===== config.mk =====
export PLATFORM = sky130hd
export DESIGN_NAME = timer_apb_ctrl
export DESIGN_NICKNAME = d
export VERILOG_FILES = /design/src/rtl/timer_pkg.sv /design/src/rtl/timer_apb_ctrl.sv
export SDC_FILE = /design/constraint.sdc
export NUM_CORES = 1
export LEC_CHECK = 0
export ABC_AREA = 1
export CORE_MARGIN = 2
export CORE_UTILIZATION = 30
export CTS_CLUSTER_DIAMETER = 150
export CTS_CLUSTER_SIZE = 40
export DETAILED_ROUTE_END_ITERATION = 6
export PLACE_DENSITY = 0.73
export SYNTH_ARGS = -nofsm -noshare
export SYNTH_HDL_FRONTEND = slang
export SYNTH_SLANG_ARGS = --single-unit

===== constraint.sdc =====
create_clock -name clk -period 1.65 [get_ports clk]
set_input_delay 0.2475 -clock clk [delete_from_list [all_inputs] [get_ports clk]]
set_output_delay 0.2475 -clock clk [all_outputs]
set_load 0.02 [all_outputs]

===== src/rtl/timer_pkg.sv =====
// Shared timer definitions: register map, legal address limit, APB FSM encoding.
package timer_pkg;

    localparam logic [11:0] TCR   = 12'h000;
    localparam logic [11:0] TDR0  = 12'h004;
    localparam logic [11:0] TDR1  = 12'h008;
    localparam logic [11:0] TCMP0 = 12'h00C;
    localparam logic [11:0] TCMP1 = 12'h010;
    localparam logic [11:0] TIER  = 12'h014;
    localparam logic [11:0] TISR  = 12'h018;
    localparam logic [11:0] THCSR = 12'h01C;

    localparam logic [11:0] MAX_ADDR = THCSR;

    typedef enum logic [1:0] {
        IDLE = 2'd0,
        WAIT = 2'd1,
        RESP = 2'd2
    } apb_state_e;

endpackage


===== src/rtl/timer_apb_ctrl.sv =====
// APB slave front-end and access sequencer for the timer register file.
// Define TIMER_APB_PSLVERR_EN to enable misaligned/out-of-range error responses.
module timer_apb_ctrl
    import timer_pkg::*;
#(
    parameter int                WAIT_CYCLES = 0,
    parameter int                ADDR_W      = 12,
    parameter int                DATA_W      = 32,
    parameter logic [ADDR_W-1:0] MAX_ADDR    = ADDR_W'(timer_pkg::MAX_ADDR)
) (
    input  logic              clk,
    input  logic              rst_n,
    input  logic              psel,
    input  logic              penable,
    input  logic              pwrite,
    input  logic [ADDR_W-1:0] paddr,
    input  logic [DATA_W-1:0] pwdata,
    input  logic [3:0]        pstrb,
    output logic              pready,
    output logic [DATA_W-1:0] prdata,
    output logic              pslverr,
    output logic              reg_wr_en,
    output logic              reg_rd_en,
    output logic [ADDR_W-1:0] reg_addr,
    output logic [DATA_W-1:0] reg_wdata,
    output logic [3:0]        reg_pstrb,
    input  logic [DATA_W-1:0] reg_rdata
);

    localparam int CNT_W = (WAIT_CYCLES > 0) ? $clog2(WAIT_CYCLES + 1) : 1;

    apb_state_e        state_q, state_d;
    logic [CNT_W-1:0]  cnt_q, cnt_d;
    logic [ADDR_W-1:0] addr_q, addr_d;
    logic [DATA_W-1:0] wdata_q, wdata_d;
    logic [3:0]        strb_q, strb_d;
    logic              write_q, write_d;
    logic              err_q, err_d;
    logic              addr_err;

`ifdef TIMER_APB_PSLVERR_EN
    assign addr_err = (paddr[1:0] != 2'b00) || (paddr > MAX_ADDR);
`else
    assign addr_err = 1'b0;
`endif

    always_ff @(posedge clk or negedge rst_n) begin
        if (!rst_n) begin
            state_q <= IDLE;
            cnt_q   <= '0;
            addr_q  <= '0;
            wdata_q <= '0;
            strb_q  <= '0;
            write_q <= 1'b0;
            err_q   <= 1'b0;
        end else begin
            state_q <= state_d;
            cnt_q   <= cnt_d;
            addr_q  <= addr_d;
            wdata_q <= wdata_d;
            strb_q  <= strb_d;
            write_q <= write_d;
            err_q   <= err_d;
        end
    end

    always_comb begin
        state_d   = state_q;
        cnt_d     = cnt_q;
        addr_d    = addr_q;
        wdata_d   = wdata_q;
        strb_d    = strb_q;
        write_d   = write_q;
        err_d     = err_q;
        pready    = 1'b0;
        pslverr   = 1'b0;
        reg_wr_en = 1'b0;
        reg_rd_en = 1'b0;
        prdata    = '0;

        unique case (state_q)
            IDLE: begin
                // Only a clean setup phase starts a transfer.
                if (psel && !penable) begin
                    addr_d  = paddr;
                    wdata_d = pwdata;
                    strb_d  = pwrite ? pstrb : 4'b0000;
                    write_d = pwrite;
                    err_d   = addr_err;
                    cnt_d   = CNT_W'(WAIT_CYCLES);
                    state_d = (WAIT_CYCLES > 0) ? WAIT : RESP;
                end
            end
            WAIT: begin
                if (!psel) begin
                    state_d = IDLE;
                end else begin
                    cnt_d = cnt_q - CNT_W'(1);
                    if (cnt_q == CNT_W'(1)) begin
                        state_d = RESP;
                    end
                end
            end
            RESP: begin
                state_d = IDLE;
                if (psel) begin
                    pready    = 1'b1;
                    pslverr   = err_q;
                    reg_wr_en = write_q & ~err_q;
                    reg_rd_en = ~write_q & ~err_q;
                    prdata    = (~write_q & ~err_q) ? reg_rdata : '0;
                end
            end
            default: state_d = IDLE;
        endcase
    end

    assign reg_addr  = addr_q;
    assign reg_wdata = wdata_q;
    assign reg_pstrb = strb_q;

endmodule


# [Word-level counts from Yosys, hierarchy flattened]
# Index checks and enable logic that the tools add are counted.
[op_classes] n_addsub=1 n_mul=0 div_mod_pow=0 order_cmp=0 n_eq_ne=5 shift=0 n_mux=17 bitwise_logic=1 reduce_logical=7
[ops] cell="$mux 32" n=3
[ops] cell="$mux 1" n=8
[ops] cell="$mux 2" n=3
[ops] cell="$mux 4" n=1
[ops] cell="$ne 2x2->1 const B" n=2
[ops] cell="$pmux 2 s2" n=1
[ops] cell="$reduce_and 2->1" n=2
[ops] cell="$ne 3x3->1 const B" n=1
[ops] cell="$reduce_and 3->1" n=1
[ops] cell="$eq 2x1->1 const B" n=1
[ops] cell="$eq 2x2->1 const B" n=1
[ops] cell="$logic_not 2->1" n=1
[ops] cell="$pmux 1 s2" n=1
[ops] cell="$reduce_bool 2->1" n=1
[ops] cell="$logic_and 1x1->1" n=1
[ops] cell="$logic_not 1->1" n=1
[ops] cell="$not 1->1" n=1
[ops] cell="$sub 1x1->1 const B" n=1
[totals] register_bits=52 latchBits=0 ram_bits=0 mem_bits_ro=0 in_bits=85 out_inout_bits=84 word_cells=37 mem_count=0

# [Depth between registers and ports, before layout]
# Gate-level depths: netlist of run 1.
[depth] word_depth=4 depth_mapped=5 depth_no_buf=4

# [Worst setup path before layout of run 1]
# OpenSTA, ideal clock, no wires.
[synth_timing] kind="reg-to-output" startpoint="register state_q[1]" endpoint="output prdata[10]" t_arrival_ns=1.187 slack_ns=0.216 stages_incl_launch_ff=6 path_buffers=1 path_cell_list="dfrtp_1 nand2_1 nor2_2 inv_2 buf_2 nor2_1"
[synth_between] elab_chain_len=2
[synth_lines] element="start, declared" line="timer_apb_ctrl.sv:32" rtl="apb_state_e state_q, state_d;"
[synth_lines] element="start signal, assigned" line="timer_apb_ctrl.sv:57" rtl="state_q <= state_d;"
[synth_lines] element="$eq 2x2->1" line="timer_apb_ctrl.sv:81" rtl="unique case (state_q)"
[synth_lines] element="$mux 32" line="timer_apb_ctrl.sv:81"
[synth_lines] element="end, declared" line="timer_apb_ctrl.sv:20" rtl="output logic [DATA_W-1:0] prdata,"
# Every way passes these cells.

# [Worst setup path after layout of run 1]
[layout_timing] startpoint="register state_q[1]" endpoint="output prdata[25]"
# Same word-level chain as after synthesis.

==> impl_metrics.tcl, run 1 <==
set metrics [dict create \
    switchingPower_mw 1.10 \
    fin_nets 557 \
    cts_buffer_depth 2 \
    synth.distinct_cells 13 \
    vias_per_cell 4.51 \
    synth_warnings 0 \
    place_congestion 0.765 \
    internal-power_mw 2.40 \
    slew_headroom_pct 66.0 \
    p_clk_share_pct 22.3 \
    period_needed_ns 1.60 \
    drv_cap 0 \
    yosys.area.top_type "dfrtp_1" \
    cp-end-kind "output port" \
    coreArea_um2 7690 \
    grt_pass1_vias 2526 \
    htree_levels 2 \
    max_freq_mhz 624 \
    p_comb_share_pct 34.7 \
    critical_path.max_stage_delay_ns 0.37 \
    ys_top_cells_by_area "dfrtp_1, nand2_1, nand4_1, inv_1, nor2_1" \
    setup_viol 0 \
    tns_ns 0 \
    die_h_um 92.6 \
    required_ns 1.40 \
    drc 0 \
    die_x_um 92.6 \
    syn_area_per_cell_um2 7.72 \
    fin_crit_sh_pct 97.1 \
    ys_top_cells_by_count "nand2_1, dfrtp_1, nand4_1, inv_1, nor2_1" \
    synth_fp_nets 390 \
    crit_slowest_cell "dfrtp_1" \
    ios 169 \
    wire_per_inst_um 13.8 \
    instances_no_fill 575 \
    arrival_ns 1.35 \
    crit_type "reg2out" \
    drt_iter0_markers 99 \
    clkSinkCount 50 \
    dieArea_um2 8580 \
    grt_use_total_pct 17.6 \
    area_growth_syn_to_layout_pct 79.1 \
    rsz0062_at_grt "yes" \
    clk_pin_slew_ns 0.09 \
    cts_tree "built" \
    skew_ns 0.0107 \
    leakagePower_nw 2.21 \
    grt_start_max_net_pins 48 \
    seq_area_um2 1250 \
    ir_drop_uv 385 \
    path_buf_inv 3 \
    dr_total_vias 2595 \
    wl_um 7960 \
    fin_hold_ws_ns 0.459 \
    r2r-end "reg_wdata[28]" \
    path_cells "nand2_2 > nor2_4 > buf_12 > inv_6 > nor2_1 > buf_2" \
    layout_setup_ws_ns 0.0483 \
    io_buffers 167 \
    status "complete, no violations" \
    regToRegSetupSlack_ns 0.43 \
    final_core_util_pct 54.9 \
    dr.pass1.iters 4 \
    tightest_slew_ns 0.510 \
    cp.depth 6 \
    synth_flop_cell "dfrtp_1" \
    drive_gt1_share_pct 14.2 \
    rr_startpoint "state_q[1]" \
    cp_max_fo 16 \
    hold_viol_final 0 \
    p_sw_share_pct 31.5 \
    start_kind "flop" \
    grt_overflow_total 0 \
    antenna_found_initial 0 \
    synth.yosys.seq_area_share_pct 53.1 \
    place_ws_ns -0.161 \
    grt_pass1_wl_um 12100 \
    r2r_cells 5 \
    crit_family "buffers and inverters" \
    ys_ff_latch 50 \
    dp_cells 562 \
    syn_area_um2 2360 \
    insertion_delay_ns 0.30 \
    multi_input_area_um2 853 \
    placementRows 32 \
    design_area_um2 4220 \
    n_fill_cell 707 \
    synth.most_common_cell "nand2_1" \
    start_util_pct 30.6 \
    seqPwrFrac_pct 42.9 \
    hp-class "in2async" \
    synthCells 305 \
    root_buffer "clkbuf_8" \
    numCtsBuffers 5 \
    finalPower_mw 3.50 \
    synth_edf_count 0 \
    n_antenna_cell 0 \
    synth_top_area_share_pct 53.1 \
    report.final.slew_viol_count 0 \
    power_density_nw_per_um2 829 \
    synth_async_sr_flop_share_pct 100 \
    ant_nets 0 \
    place_area_um2 4150 \
    hpwl_um 5790 \
]
## repair_timing
action / in CTS / in global routing
pin swaps: 0 / 1
resized for setup: 100 / 64
buffers inserted: 0 / 2
endpoints found under the setup margin: 35 / 33
hold buffers: 1 / 0
hold endpoints to repair: 20 / 0
cloned: 0 / 2
## cell families (layout without fill, tap and decap cells)
kind of cell | Yosys count | count (layout) | share of synthesized area [%]
flops | 50 | 50 | 53.1
buf+inv | 66 | 234 | 11.6
simple gates | 188 | 188 | 35.1
other cells | 1 | 1 | 0.159
## cell usage in the layout (no fill, tap or decap), drive strengths merged
cell type | Yosys | final
dfrtp | 50 | 50
clkdlybuf4s50 | 0 | 130
dlygate4sd2 | 0 | 2
clkbuf | 4 | 8
buf | 19 | 47
nand2 | 103 | 103
inv | 43 | 44
dlygate4sd3 | 0 | 1
clkinv | 0 | 2
nand4 | 45 | 45
conb | 1 | 1
nand3 | 5 | 5
nor2 | 35 | 35
## cell type report
class,count,share of cell area [%]
well taps,102,3.02
clock inverters,1,0.208
repair buffers,181,40.1
inverters,43,4.12
multi-input cells,189,20.2
repair inverters,2,0.415
clock buffers,7,2.28
flip-flops and latches,50,29.6
## flip-flops by register name, indices dropped and copies added (netlist names)
name / flops
reg_addr: 12
reg_pstrb: 4
reg_wdata: 32
state_q: 1
write_q: 1
## power by group through the flow
stage | sequential [mW] | clock, mW | combinational [mW]
3_3_place_gp | 1.52 | 0 | 1.20
6_report | 1.50 | 0.782 | 1.22
2_1_floorplan | 1.74 | 0 | 0.285
5_1_grt | 1.53 | 0.850 | 1.31
4_1_cts | 1.50 | 0.815 | 1.22
3_5_place_dp | 1.52 | 0 | 1.22
## how the worst max path moves through the flow
stage | startpoint | to | slack [ns]
2_1_floorplan | state_q[1] | prdata[10] | 0.22
3_3_place_gp | psel | prdata[18] | -0.1
3_5_place_dp | state_q[1] | prdata[18] | -0.16
4_1_cts | state_q[1] | prdata[18] | -0.1
5_1_grt | state_q[1] | prdata[25] | -0.03
6_report | state_q[1] | prdata[25] | 0.05
## per-layer routing
metal	routed length (um)	track usage [%]	up-vias
li1	-	-	1286
met1	3140	20.0	1178
met2	4010	32.1	118
met3	675	5.13	13
met4	138	5.02	0
met5	0	0	-
Power figures use the tool's default switching activity.
==> run 2, diff against run 1 <==
CORE_UTILIZATION = 35   (was 30)
PLACE_DENSITY = 0.83   (was 0.73)
SLEW_MARGIN = 20   (was not set)
clock period = 1.5 ns   (was 1.65 ns; I/O delays follow)
==> run 2 against run 1 <==
Net effect: sequential cell count unchanged; the run now ends with setup timing left; sequential power up 10%; critical endpoint is now prdata[8]; global-route usage grew 2.7 points; hold slack worse by 0.026 ns; non-clock buffer count increased by 6; largest power group unchanged; sequential share of layout area decreased by 1.7 points; final cell count is 3.7% lower; via count increased by 4.3%.
==> impl_metrics.tcl, run 2 (same netlist as run 1, synthesis figures left out) <==
set metrics [dict create \
    fin_nets 561 \
    report.final.slew_viol_count 0 \
    drv_cap 0 \
    area_growth_syn_to_layout_pct 90.1 \
    finalPower_mw 3.77 \
    violations "setup timing" \
    hold_viol_final 0 \
    cts_tree "built" \
    antenna_found_initial 0 \
    grt_start_max_net_pins 51 \
    place_area_um2 4150 \
    fin_crit_sh_pct 110 \
    dr_total_vias 2707 \
    largest_reg_flops 32 \
    ir_drop_uv 614 \
    required_ns 1.27 \
    instances_no_fill 554 \
    arrival_ns 1.43 \
    skew_ns 0.00916 \
    wl_um 8780 \
    layout_commonest_cell "nand2_1" \
    cts_buffer_depth 2 \
    dr.pass1.iters 4 \
    design_area_um2 4480 \
    vias_per_cell 4.89 \
    hpwl_um 5580 \
    crit_type "reg2out" \
    dieArea_um2 7400 \
    clkSinkCount 50 \
    tns_ns -2.53 \
    ios 169 \
    clk_pin_slew_ns 0.09 \
    ant_nets 0 \
    grt_pass1_vias 2481 \
    layout_setup_ws_ns -0.157 \
    max_freq_mhz 604 \
    start_kind "flop" \
    rsz0062_at_grt "yes" \
    hp-class "in2async" \
    setup_viol 32 \
    n_antenna_cell 0 \
    leakagePower_nw 2.50 \
    coreArea_um2 6420 \
    numCtsBuffers 5 \
    die_h_um 86.0 \
    dp_cells 538 \
    cp-end-kind "output port" \
    wire_per_inst_um 15.9 \
    status "finished with violations" \
    grt_pass1_wl_um 11900 \
    final_cell_mix "nand2_1, clkdlybuf4s50_1, dfrtp_1" \
    htree_levels 2 \
    placementRows 29 \
    grt_overflow_total 0 \
    root_buffer "clkbuf_8" \
    insertion_delay_ns 0.30 \
    start_util_pct 36.7 \
    cp_max_fo 7 \
    drive_gt1_share_pct 20.3 \
    die_x_um 86.0 \
    drt_iter0_markers 96 \
    grt_use_total_pct 20.3 \
    drc 0 \
    place_congestion 0.825 \
    io_buffers 167 \
    period_needed_ns 1.66 \
    power_density_nw_per_um2 841 \
    place_ws_ns -0.240 \
]
[run 2: area by class of cell]
cell class	count	area, um^2
clock buffer	6	82.6
clock inverter	2	17.5
fill	466	1940
inverter	43	164
multi-input combinational	189	998
sequential	50	1250
tap	77	96.3
timing repair buffer	187	1870
[run 2: critical path, cell delays in order (launching register included)]
cell	delay [ns]
dfrtp_1	0.37
nand2_2	0.08
nor2_4	0.14
inv_4	0.07
buf_12	0.13
buf_8	0.12
nor2_4	0.11
buf_6	0.13
[run 2: worst paths after layout]
path / start / to / slack (ns) / depth (start not counted)
setup / recovery: state_q[1] / prdata[8] / -0.16 / 7
hold / removal: rst_n / reg_wdata[8] / 0.43 / 3
setup reg to reg: state_q[1] / reg_addr[3] / 0.22 / 5
hold reg to reg: reg_wdata[6] / reg_wdata[6] / 0.47 / 2
max in group asynchronous: rst_n / reg_pstrb[3] / 0.83 / 3
min in group clk: reg_wdata[6] / reg_wdata[6] / 0.47 / 2
[run 2: timing repair]
item,in CTS,in global routing
hold buffers,1,0
gates cloned,0,1
hold endpoints to repair,50,0
pin swaps,0,4
resized for setup,223,69
endpoints found under the setup margin,71,46
buffers inserted,5,1
[run 2: routing by layer]
metal / up-vias / routed length, um / share of wire (%) / GRT usage [%]
met5: - / 0 / 0 / 0
met3: 18 / 674 / 7.7 / 6.06
met1: 1279 / 3330 / 38 / 23.8
met4: 0 / 206 / 2.3 / 5.63
met2: 118 / 4580 / 52 / 36.1
li1: 1292 / - / - / -
[run 2: report_power, final]
group / total (mW) / internal (mW) / switching (mW)
Sequential: 1.65 / 1.54 / 0.105
Combinational: 1.30 / 0.590 / 0.706
Clock: 0.824 / 0.380 / 0.444
Total: 3.77 / 2.51 / 1.25
[run 2: through the flow]
stage / util [%] / hold slack, ns
6_report: 69.7 / 0.432
4_1_cts: 65.8 / 0.439
3_3_place_gp: 64.6 / 0.235
3_5_place_dp: 64.6 / 0.237
5_1_grt: 69.7 / 0.445
2_1_floorplan: - / -0.0706
==> RTL change: new RTL, settings of run 2 <==
Add a define of `TIMER_APB_PSLVERR_EN`.
--- a/src/rtl/timer_apb_ctrl.sv
+++ b/src/rtl/timer_apb_ctrl.sv
@@ -1,4 +1,6 @@
 // APB slave front-end and access sequencer for the timer register file.
 // Define TIMER_APB_PSLVERR_EN to enable misaligned/out-of-range error responses.
+`define TIMER_APB_PSLVERR_EN
+
 module timer_apb_ctrl
     import timer_pkg::*;
Formal check against the unedited RTL: not equivalent (Yosys sat finds a counterexample within 4 cycles, from zero or initial values and one cycle with rst_n low).
==> RTL change against run 2 <==
  * The flow still finishes with violations (setup timing)
  * Area after synthesis shrank 3.2%
  * Via count down 11%
  * Sequential share of layout area rose by 3.1 points
  * Sequential cell count up 1
  * First-iteration DRC count up 21%
  * Worst hold slack gained 28 ps
  * Total power fell by 7.1%
  * Wire length decreased by 20%
  * Synthesized cell count decreased by 2.0%
  * Cell area down 8.2%
  * Worst setup slack improved by 85 ps
  * Critical path type unchanged
  * Critical endpoint is now prdata[26]
  * Largest power group unchanged
  * Highest routed layer unchanged
==> RTL change: results (changes against run 2) <==
[metrics] pin count of the biggest net entering global routing: 52 (+2.0%)
[metrics] worst slack, placed: -546 ps (-306 ps)
[metrics] relative area of non-clock buffer cells in the final design: 42.6% (+0.86 points)
[metrics] starting DRC count in detailed routing: 116 (+21%)
[metrics] total area of multi-input combinational cells: 753 µm² (-25%)
[metrics] number of inverters outside the clock class in the layout: 43 (unchanged)
[metrics] Port Buffer Count: 168 (+0.60%)
[metrics] Worst R2R Setup Slack: 330 ps (+110 ps)
[metrics] worst clock skew: 7.54 ps (-1.63 ps)
[metrics] number of vias per cell after detailed routing: 4.39 (-10%)
[metrics] cell types with the largest area share after synthesis: sky130_fd_sc_hd__dfrtp_1 56%, sky130_fd_sc_hd__nand2_1 24%, sky130_fd_sc_hd__inv_1 6.9%, sky130_fd_sc_hd__nor2_1 6.4%, sky130_fd_sc_hd__buf_6 2.5%
[metrics] GRT Overall Usage: 19.2% (-1.1 points)
[metrics] Max VDD drop: 0.599 mV (-2.3%)
[metrics] leading post-synthesis cells by instance count: 144 x sky130_fd_sc_hd__nand2_1, 51 x sky130_fd_sc_hd__dfrtp_1, 42 x sky130_fd_sc_hd__inv_1, 39 x sky130_fd_sc_hd__nor2_1, 8 x sky130_fd_sc_hd__buf_2
[metrics] #FFs+latches synth: 51 (+2.0%)
[metrics] kind of cell adding the most delay to the critical path: flip-flops
[metrics] total nets after synthesis: 384 (-1.5%)
[metrics] Routed Wire Length: 6990 µm (-20%)
[metrics] post-detail-place hpwl: 5480 µm (-1.9%)
[metrics] Placed Instance Area: 4070 µm² (-1.8%)
[metrics] GPL Wtd Cong: 0.834 (+1.2%)
[metrics] outcome: finished, violations left
[metrics] Hold WS: 461 ps (+28.3 ps)
[metrics] Sequential cell area: 1280 µm² (+2.0%)
[metrics] endpoint of the worst register-to-register path: reg_pstrb[1]
[metrics] Final setup viols: 32 (unchanged)
[metrics] internal cell power: 2.43 mW (-3.3%)
[metrics] count of plain and timing-repair buffers: 178 (-4.8%)
[metrics] largest fanout on the critical path: 33 (+26)
[metrics] post-CTS repair timing setup buffer count: 0 (-5)
[metrics] net count of the finished layout: 556 (-0.89%)
[metrics] Worst Setup Slack, final: -71.8 ps (+85.1 ps)
[metrics] leakage dissipation: 2.55 nW (+2.1%)
[metrics] number of multi-input combinational cells: 192 (+1.6%)
[metrics] Critical Path AT: 1350 ps (-80 ps)
[metrics] number of global-route vias before repair: 2,411 (-2.8%)
[metrics] hold crit path type: in2async
[metrics] filler cell count in the final layout: 561 (+20%)
[metrics] global-route wire length before repair: 11,000 µm (-7.5%)
[metrics] fraction of layout cells with a size suffix above 1: 11.9% (-8.4 points)
[metrics] share of synthesized area occupied by flip-flops and latches: 56.0% (+2.9 points)
[metrics] Worst Reg-to-Reg Cells: 6 (+1)
[metrics] P_clk: 0.710 mW (-14%)
[metrics] clk cell area share: 1.77% (-0.47 points)
[metrics] violated checks: setup timing
[metrics] Clock H-tree levels: 2 (unchanged)
[metrics] Critical Path Sink: prdata[26]
[metrics] sequential power: about 1.7 mW
[metrics] setup tns final: -1490 ps (+1040 ps)
[metrics] Crit. Startpoint: write_q
==> RTL change: cell types whose count changed after synthesis, moves of 2 or more <==
cell                              run 2  this run
sky130_fd_sc_hd__nor2_1              34        39
sky130_fd_sc_hd__nand3_1              5         1
sky130_fd_sc_hd__nand2_1            103       144
sky130_fd_sc_hd__o21ai_0              0         4
sky130_fd_sc_hd__nand4_1             45         0
sky130_fd_sc_hd__clkbuf_1             4         0
sky130_fd_sc_hd__buf_2               15         8
sky130_fd_sc_hd__buf_6                0         5
sky130_fd_sc_hd__buf_4                2         0
sky130_fd_sc_hd__buf_1                2         0
==> RTL change: logic make-up (layout without fill, tap and decap cells) <==
kind of cell | Yosys count | in the layout | synth area share (%)
AND/OR/NAND/NOR | 187 | 187 | 31.6
buffers and inverters | 56 | 227 | 11.3
flip-flops | 51 | 51 | 56.0
AO/OA/AOI/OAI | 5 | 5 | 1.10
==> RTL change: layer usage <==
layer  vias up  share of wire (%)  GRT usage, %
met5         -                  0             0
met4         0                3.4          8.23
met3        18                7.8          4.72
met2       112                 52          35.9
met1      1073                 37          20.4
li1       1200                  -             -
==> RTL change: repair_timing <==
action	4_1_cts	5_1_grt
endpoints found under the hold margin	51	0
hold buffers	1	0
setup endpoints to repair	59	60
gates cloned	0	0
resized for setup	201	30
==> RTL change: worst min-delay path, delay by kind of cell <==
family / cells / cell delay [ps]
buffers and inverters: 3 / 920
==> RTL change: metrics by stage <==
stage / std cells / power [mW] / util, %
6_report: 547 / 3.50 / 65.1
2_1_floorplan: 299 / 2.18 / -
5_1_grt: 547 / 3.70 / 65.1
4_1_cts: 547 / 3.58 / 64.0
3_5_place_dp: 540 / 2.92 / 64.5
3_3_place_gp: 540 / 2.89 / 64.5
